File: src/rtl/imem_arb_pkg.sv
// Shared types and default widths for the instruction-memory port arbiter
// and the fetch stage that sits in front of it.
package imem_arb_pkg;

   localparam int IMEM_ADDR_W       = 9;
   localparam int IMEM_DATA_W       = 34;
   localparam int IMEM_ADDR_STEP    = 4;
   localparam int IMEM_FLUSH_CYCLES = 3;

   typedef enum logic [1:0] {
      FLUSH,
      RUN,
      LOAD
   } arb_state_t;

   // The flush counter only has to hold FLUSH_CYCLES-1.
   function automatic int flush_cnt_width(input int cycles);
      return (cycles < 2) ? 1 : $clog2(cycles);
   endfunction

endpackage

File: src/rtl/imem_load_addr_gen.sv
// Loader write-address generator: address counter, accepted-word count and
// a sticky full flag once the top slot of the address space has been written.
module imem_load_addr_gen
   import imem_arb_pkg::*;
#(
   parameter int ADDR_W    = IMEM_ADDR_W,
   parameter int ADDR_STEP = IMEM_ADDR_STEP
) (
   input  logic              clk,
   input  logic              rst,
   input  logic              clear,
   input  logic              advance,
   output logic [ADDR_W-1:0] addr,
   output logic [ADDR_W-1:0] count,
   output logic              full,
   output logic              at_last
);

   localparam logic [ADDR_W-1:0] STEP      = ADDR_W'(ADDR_STEP);
   localparam logic [ADDR_W-1:0] LAST_ADDR = ADDR_W'((2 ** ADDR_W) - ADDR_STEP);

   logic [ADDR_W-1:0] addr_reg;
   logic [ADDR_W-1:0] count_reg;
   logic              full_reg;

   always_ff @(posedge clk) begin
      if (!rst) begin
         addr_reg  <= '0;
         count_reg <= '0;
         full_reg  <= 1'b0;
      end else if (clear) begin
         addr_reg  <= '0;
         count_reg <= '0;
         full_reg  <= 1'b0;
      end else if (advance) begin
         addr_reg  <= addr_reg + STEP;
         count_reg <= count_reg + ADDR_W'(1);
         if (addr_reg == LAST_ADDR) begin
            full_reg <= 1'b1;
         end
      end
   end

   assign addr    = addr_reg;
   assign count   = count_reg;
   assign full    = full_reg;
   assign at_last = (addr_reg == LAST_ADDR);

endmodule

File: src/rtl/imem_port_arbiter.sv
// Shares the single IMEM port between fetch reads and the program loader,
// holding the CPU during a load and for a flush window afterwards.
module imem_port_arbiter
   import imem_arb_pkg::*;
#(
   parameter int ADDR_W       = IMEM_ADDR_W,
   parameter int DATA_W       = IMEM_DATA_W,
   parameter int ADDR_STEP    = IMEM_ADDR_STEP,
   parameter int FLUSH_CYCLES = IMEM_FLUSH_CYCLES
) (
   input  logic              clk,
   input  logic              rst,
   input  logic              fetch_en_i,
   input  logic [ADDR_W-1:0] fetch_addr_i,
   output logic [DATA_W-1:0] fetch_data_o,
   output logic              fetch_valid_o,
   output logic              cpu_hold_o,
   input  logic              ld_start_i,
   input  logic              ld_valid_i,
   input  logic [DATA_W-1:0] ld_data_i,
   input  logic              ld_last_i,
   output logic              ld_ready_o,
   output logic              ld_busy_o,
   output logic [ADDR_W-1:0] ld_count_o,
   output logic [ADDR_W-1:0] mem_addr_o,
   output logic [DATA_W-1:0] mem_wdata_o,
   output logic              mem_wren_o,
   input  logic [DATA_W-1:0] mem_q_i
);

   localparam int                 FLUSH_W    = flush_cnt_width(FLUSH_CYCLES);
   localparam logic [FLUSH_W-1:0] FLUSH_INIT = FLUSH_W'(FLUSH_CYCLES - 1);

   arb_state_t         state_reg;
   logic [FLUSH_W-1:0] flush_cnt_reg;
   logic               fetch_pending_reg;

   logic              in_run;
   logic              in_load;
   logic              read_issue;
   logic              load_start;
   logic              handshake;
   logic              load_end;
   logic [ADDR_W-1:0] load_addr;
   logic [ADDR_W-1:0] load_count;
   logic              load_full;
   logic              load_at_last;

   // Everything that can touch the port is qualified by rst so a held
   // reset blocks reads and writes even before the state register settles.
   assign in_run     = rst && (state_reg == RUN);
   assign in_load    = rst && (state_reg == LOAD);
   assign read_issue = in_run && fetch_en_i;
   assign load_start = in_run && ld_start_i;
   assign ld_ready_o = in_load && !load_full;
   assign handshake  = ld_ready_o && ld_valid_i;
   assign load_end   = handshake && (ld_last_i || load_at_last);

   imem_load_addr_gen #(
      .ADDR_W    (ADDR_W),
      .ADDR_STEP (ADDR_STEP)
   ) u_addr_gen (
      .clk     (clk),
      .rst     (rst),
      .clear   (load_start),
      .advance (handshake),
      .addr    (load_addr),
      .count   (load_count),
      .full    (load_full),
      .at_last (load_at_last)
   );

   always_ff @(posedge clk) begin
      if (!rst) begin
         state_reg         <= FLUSH;
         flush_cnt_reg     <= FLUSH_INIT;
         fetch_pending_reg <= 1'b0;
      end else begin
         fetch_pending_reg <= read_issue;
         case (state_reg)
            FLUSH: begin
               if (flush_cnt_reg == '0) begin
                  state_reg <= RUN;
               end else begin
                  flush_cnt_reg <= flush_cnt_reg - FLUSH_W'(1);
               end
            end
            RUN: begin
               if (ld_start_i) begin
                  state_reg <= LOAD;
               end
            end
            LOAD: begin
               if (load_end) begin
                  state_reg     <= FLUSH;
                  flush_cnt_reg <= FLUSH_INIT;
               end
            end
            default: begin
               state_reg     <= FLUSH;
               flush_cnt_reg <= FLUSH_INIT;
            end
         endcase
      end
   end

   // Port mux: loader writes and fetch reads are mutually exclusive by state.
   always_comb begin
      mem_addr_o  = '0;
      mem_wdata_o = '0;
      mem_wren_o  = 1'b0;
      if (handshake) begin
         mem_addr_o  = load_addr;
         mem_wdata_o = ld_data_i;
         mem_wren_o  = 1'b1;
      end else if (read_issue) begin
         mem_addr_o = fetch_addr_i;
      end
   end

   assign cpu_hold_o    = !in_run;
   assign ld_busy_o     = in_load;
   assign ld_count_o    = load_count;
   assign fetch_valid_o = fetch_pending_reg;
   assign fetch_data_o  = fetch_pending_reg ? mem_q_i : '0;

endmodule

File: config.mk
export PLATFORM = sky130hd
export DESIGN_NAME = imem_port_arbiter
export DESIGN_NICKNAME = d
export VERILOG_FILES = /design/src/rtl/imem_arb_pkg.sv /design/src/rtl/imem_load_addr_gen.sv /design/src/rtl/imem_port_arbiter.sv
export SDC_FILE = /design/constraint.sdc
export NUM_CORES = 1
export LEC_CHECK = 0
export CELL_PAD_IN_SITES_DETAIL_PLACEMENT = 0
export CELL_PAD_IN_SITES_GLOBAL_PLACEMENT = 1
export CORE_AREA = 10 10 102 104
export DETAILED_ROUTE_END_ITERATION = 8
export DIE_AREA = 0 0 112 114
export MAX_ROUTING_LAYER = met4
export PLACE_DENSITY = 0.88
export SYNTH_ARGS = -nofsm -noshare
export SYNTH_HDL_FRONTEND = slang
export SYNTH_SLANG_ARGS = --single-unit
File: constraint.sdc
create_clock -name clk -period 6.4 [get_ports clk]
set_input_delay 1.6 -clock clk [delete_from_list [all_inputs] [get_ports clk]]
set_output_delay 1.6 -clock clk [all_outputs]
set_load 0.1 [all_outputs]
### Word-level counts from Yosys, hierarchy flattened

Index checks and enable logic that the tools add are counted.

* bits in registers: 24
* bits in latches: 0
* bits in writable memories: 0
* bits in read-only memories: 0
* input port bits: 83
* output and inout bits: 91
* memories: 0

* add/subtract/negate cells: 3
* multipliers: 0
* div/mod/pow operators: 0
* $lt $le $gt $ge: 0
* equality and inequality tests: 7
* shift-type cells: 0
* muxes and demuxes: 12
* bitwise gates (word level): 2
* reduce and logical (&&, ||, !) cells: 16

Operators with widths (count)
* 34-bit 2-to-1 mux: 2
* 9-bit 2-to-1 mux: 2
* 2-bit one-hot mux with 3 select lines: 2
* 2-bit 2-to-1 mux: 5
* 9-bit by 1-bit adder with 9-bit output, second input constant: 1
* 9-bit by 3-bit adder with 9-bit output, second input constant: 1
* 9-bit equality test, second input constant: 1
* 2-bit != test, second input constant: 4
* 1-bit logical AND: 7
* 3-bit AND reduction: 2
* 2-bit logical NOT: 2
* 2-bit by 1-bit equality test with 1-bit output, second input constant: 1
* 2-bit equality test, second input constant: 1
* 1-bit logical NOT: 2
* 1-bit NOT: 2
* 2-bit AND reduction: 1
* 2-bit OR reduction: 1
* 2-bit by 1-bit subtractor with 2-bit output, second input constant: 1
* 1-bit logical OR: 1
* 1-bit 2-to-1 mux: 1

### Logic depth before layout (Yosys ltp)

* depth after elaboration: 7
* gate-level depth with buffers: 8
* mapped depth without buffers: 6

### Hierarchy

From an unflattened synthesis, not the netlist that was laid out.

* cells, all modules: 204
* area, all modules: 1616.6 µm²

Modules (own cells, without submodules)
* imem_port_arbiter: times used 1, cells each 121, area an instance 860.8 µm², seq. area each 100.1 µm²
* imem_load_addr_gen: times used 1, cells each 83, area an instance 755.7 µm², seq. area each 340.3 µm²

### Worst setup path before layout

OpenSTA, ideal clock, no wires.

* kind: input -> output
* from: in rst
* to: out mem_wdata_o[24]
* arrival time: 3.956 ns
* required time: 4.800 ns
* path slack: 0.844 ns
* stages on the path: 5
* path buffers: 3
* path through: buf_2 -> and4bb_1 -> buf_6 -> clkbuf_1 -> and3_1

* longest elaborated chain between the ends: 4

Ends and longest elaborated chain
* start, declared: line imem_port_arbiter.sv:12 `input logic rst,`
* 1-bit logical AND: line imem_port_arbiter.sv:52 `assign in_load = rst && (state_reg == LOAD);`
* 1-bit logical AND: line imem_port_arbiter.sv:55 `assign ld_ready_o = in_load && !load_full;`
* named net ld_ready_o: line imem_port_arbiter.sv:22 `output logic ld_ready_o,`
* 1-bit logical AND: line imem_port_arbiter.sv:56 `assign handshake = ld_ready_o && ld_valid_i;`
* 34-bit 2-to-1 mux: line imem_port_arbiter.sv:112 `if (handshake) begin`
* end, declared: line imem_port_arbiter.sv:26 `output logic [DATA_W-1:0] mem_wdata_o,`

The timed path passes the listed nets, and every way through them passes these cells.

### Final worst setup path

* from: in rst
* to: out mem_wdata_o[30]

* longest elaborated chain between the ends: 4

Ends and longest elaborated chain (line)
* 1-bit logical AND: imem_port_arbiter.sv:52
* 1-bit logical AND: imem_port_arbiter.sv:55
* 1-bit logical AND: imem_port_arbiter.sv:56
* 34-bit 2-to-1 mux: imem_port_arbiter.sv:112

No other way between the ends.

==> out/results.tsv <==
stage	metric	value	unit
worst_setup_path	reg2reg end	u_addr_gen.count[2]$_SDFFE_PP0N_	
yosys	post-synthesis cell area	0.00157	mm²
global_routing	largest net degree at the start of global routing	36	
yosys	Synthesized Nets	285	
sta	final setup TNS	0	ns
worst_setup_path	Crit. End Element	primary output	
final_layout	Layout Utilization	0.402	
cts	clk buf depth	2	
floorplan	Die Span Y	114	µm
yosys	EDFF count, synth	0	
placed_design	Routability Congestion	0.826	
yosys	area leader, netlist	dfxtp_1	
cts	CTS H-tree lvls	1	
yosys	average cell area after synthesis	7.90	µm²
floorplan	DIE WIDTH	112	µm
detailed_routing	initial drt markers	62	
worst_setup_path	CP required	4.80	ns
yosys	top-count cell post-synth	and3_1	
cts	hold buffers post-CTS	0	
global_routing	grt total ovfl	0	
placed_design	DP HPWL	6610	µm
final_layout	post-route design area	0.00340	mm²
yosys	Synth area leaders	dfxtp_1 (28%), and3_1 (17%), and2_1 (16%)	
floorplan	FP Rows	34	
sta	RSZ-0062 raised after global routing	no	
placed_design	DP Area	0.00335	mm²
detailed_routing	routed len/inst	16.2	µm
worst_setup_path	r2r setup slk	4.59	ns
worst_setup_path	Critical Path End	mem_wdata_o[30]	
run	Max Cap Viol	0	
detailed_routing	final wirelength	7620	µm
yosys	commonest cells in the netlist	and3_1 (42), and2_1 (39), dfxtp_1 (22)	
cts	Worst-path clk slew	0.08	ns
cts	total CTS buffers	3	
detailed_routing	vias after detailed routing	2078	
power_and_ir_drop	Leakage	1.54	nW
final_layout	diode count	0	
power_and_ir_drop	VDD IR-drop max	0.0748	mV
global_routing	vias in the first global route	2267	
sta	Setup Viol. Count Final	0	
global_routing	GR Util All Layers	0.114	
yosys	top cell type's share of synthesized area	0.280	
worst_setup_path	Setup CP Type	input port to primary output	
cts	Resize count post-CTS	0	
global_routing	first-pass GRT wire length	11800	µm
final_layout	Synth-to-Final Area Change	117	%
global_routing	initial antenna violation count	0	
sta	minimum clock period after layout	5.17	ns
worst_setup_path	R2R cell count	5	
yosys	async set-reset flop share out of synthesis	0	
sta	Slew @ Worst Pin	1.01	ns
final_layout	final net count	448	
yosys	Seq/Total Area, Yosys	0.280	
cts	CTS root buffer	clkbuf_8	
yosys	Yosys reg bits	22	
sta	Slew HR	0.322	
sta	final hold vios	0	
floorplan	io pins	174	
worst_setup_path	Crit Path Max Fanout	35	
detailed_routing	Via density	4.43	
sta	worst clock skew	0.00186	ns
worst_setup_path	R2R Path Start	state_reg[1]$_SDFFE_PN0P_	
yosys	synthesis warning total	0	
cts	CTS tree	yes	
status	status	complete, no violations	
yosys	ys flop type	dfxtp_1	
yosys	post-synth cell types	32	
final_layout	fillers	835	
final_layout	ratio of cells with drive above 1 in the final layout	0.150	
detailed_routing	residual DRC count	0	
worst_setup_path	crit path from	rst	
floorplan	initial core utilization	0.186	
floorplan	die area	0.0128	mm²
worst_setup_path	Critical Path Start Type	input port	
power_and_ir_drop	Cell Pwr Density	171	mW/mm²
sta	Tcrit/Tclk final	0.808	
final_layout	number of flip-flops under the largest register name	9	
floorplan	core region area	0.00847	mm²
worst_setup_path	Crit path arrival time	3.57	ns
sta	hold slack	0.496	ns
placed_design	# port buffers	173	
min_path	Hold Path Class	flop to flop	
yosys	post-synthesis cell count	199	
sta	max-slew violations	0	
detailed_routing	DRT Pass-1 Iters	4	
cts	Clock Latency Late Sink	0.26	ns
detailed_routing	Routed Antenna Nets	0	
cts	post-CTS setup buffer count	0	
sta	Max Freq	193	MHz
cts	clock sink count	22	
-- layer usage --
metal	vias up	part of all wire	global-route usage
li1	1010	-	-
met1	922	0.42	0.124
met2	144	0.45	0.191
met3	2	0.12	0.0478
met4	0	0.0064	0.0254
met5	-	0	-
-- where the power goes --
group	total [W]	internal, W	switching (W)
clock	0.0000987	0.0000548	0.0000439
combinational	0.000323	0.000112	0.000211
sequential	0.000160	0.000147	0.0000124
total	0.000581	0.000314	0.000267
-- final cells by class --
class / instances / area (µm²) / share of cell area
tap: 108 / 135 / 0.0397
clock buffer: 4 / 55.1 / 0.0162
sequential: 22 / 440 / 0.129
multi-input combinational: 157 / 1030 / 0.303
inverter: 3 / 11.3 / 0.00331
timing repair buffer: 175 / 1730 / 0.509
-- stage by stage --
step	setup WS [ns]	power (W)	instances
final	1.23	0.000581	469
after global routing	1.11	0.000610	469
after CTS	1.24	0.000589	469
after detailed placement	1.25	0.000488	465
after global placement	1.32	0.000484	465
after floorplan	0.844	0.000380	199
-- critical path, stage by stage --
cell             delay [ns]
clkdlybuf4s50_1        0.61
and4bb_1               0.48
buf_4                  0.36
and3_1                 0.21
buf_4                  0.29
-- placed cells by master, fill, tap and decap left out, drive strengths merged, types with 3 or more instances in the layout --
cell type	instances
a22o	7
dfxtp	22
ha	3
nand3	5
nand2	4
mux2i	3
nand4	5
and2	40
xnor2	4
clkdlybuf4s50	127
and3	42
clkbuf	4
inv	3
buf	48
xor2	10
nor2	19
-- how the worst min path moves through the flow --
stage	end	start	slack (ns)	cells past startpoint
6_report	flush_cnt_reg[1]$_SDFFE_PN1P_	flush_cnt_reg[1]$_SDFFE_PN1P_	0.50	2
4_1_cts	flush_cnt_reg[1]$_SDFFE_PN1P_	flush_cnt_reg[1]$_SDFFE_PN1P_	0.50	2
3_3_place_gp	flush_cnt_reg[1]$_SDFFE_PN1P_	flush_cnt_reg[1]$_SDFFE_PN1P_	0.49	2
2_1_floorplan	u_addr_gen.full$_SDFFE_PP0P_	u_addr_gen.full$_SDFFE_PP0P_	0.45	2
5_1_grt	flush_cnt_reg[1]$_SDFFE_PN1P_	flush_cnt_reg[1]$_SDFFE_PN1P_	0.53	2
3_5_place_dp	flush_cnt_reg[1]$_SDFFE_PN1P_	flush_cnt_reg[1]$_SDFFE_PN1P_	0.49	2
-- logic make-up after synthesis --
group	synth area share
xor+xnor	0.0780
buf+inv	0.0645
simple gates	0.460
compound gates	0.0740
mux	0.0191
fa+ha+maj	0.0239
flops	0.280
Note: power is estimated with default switching activity, not from simulation.
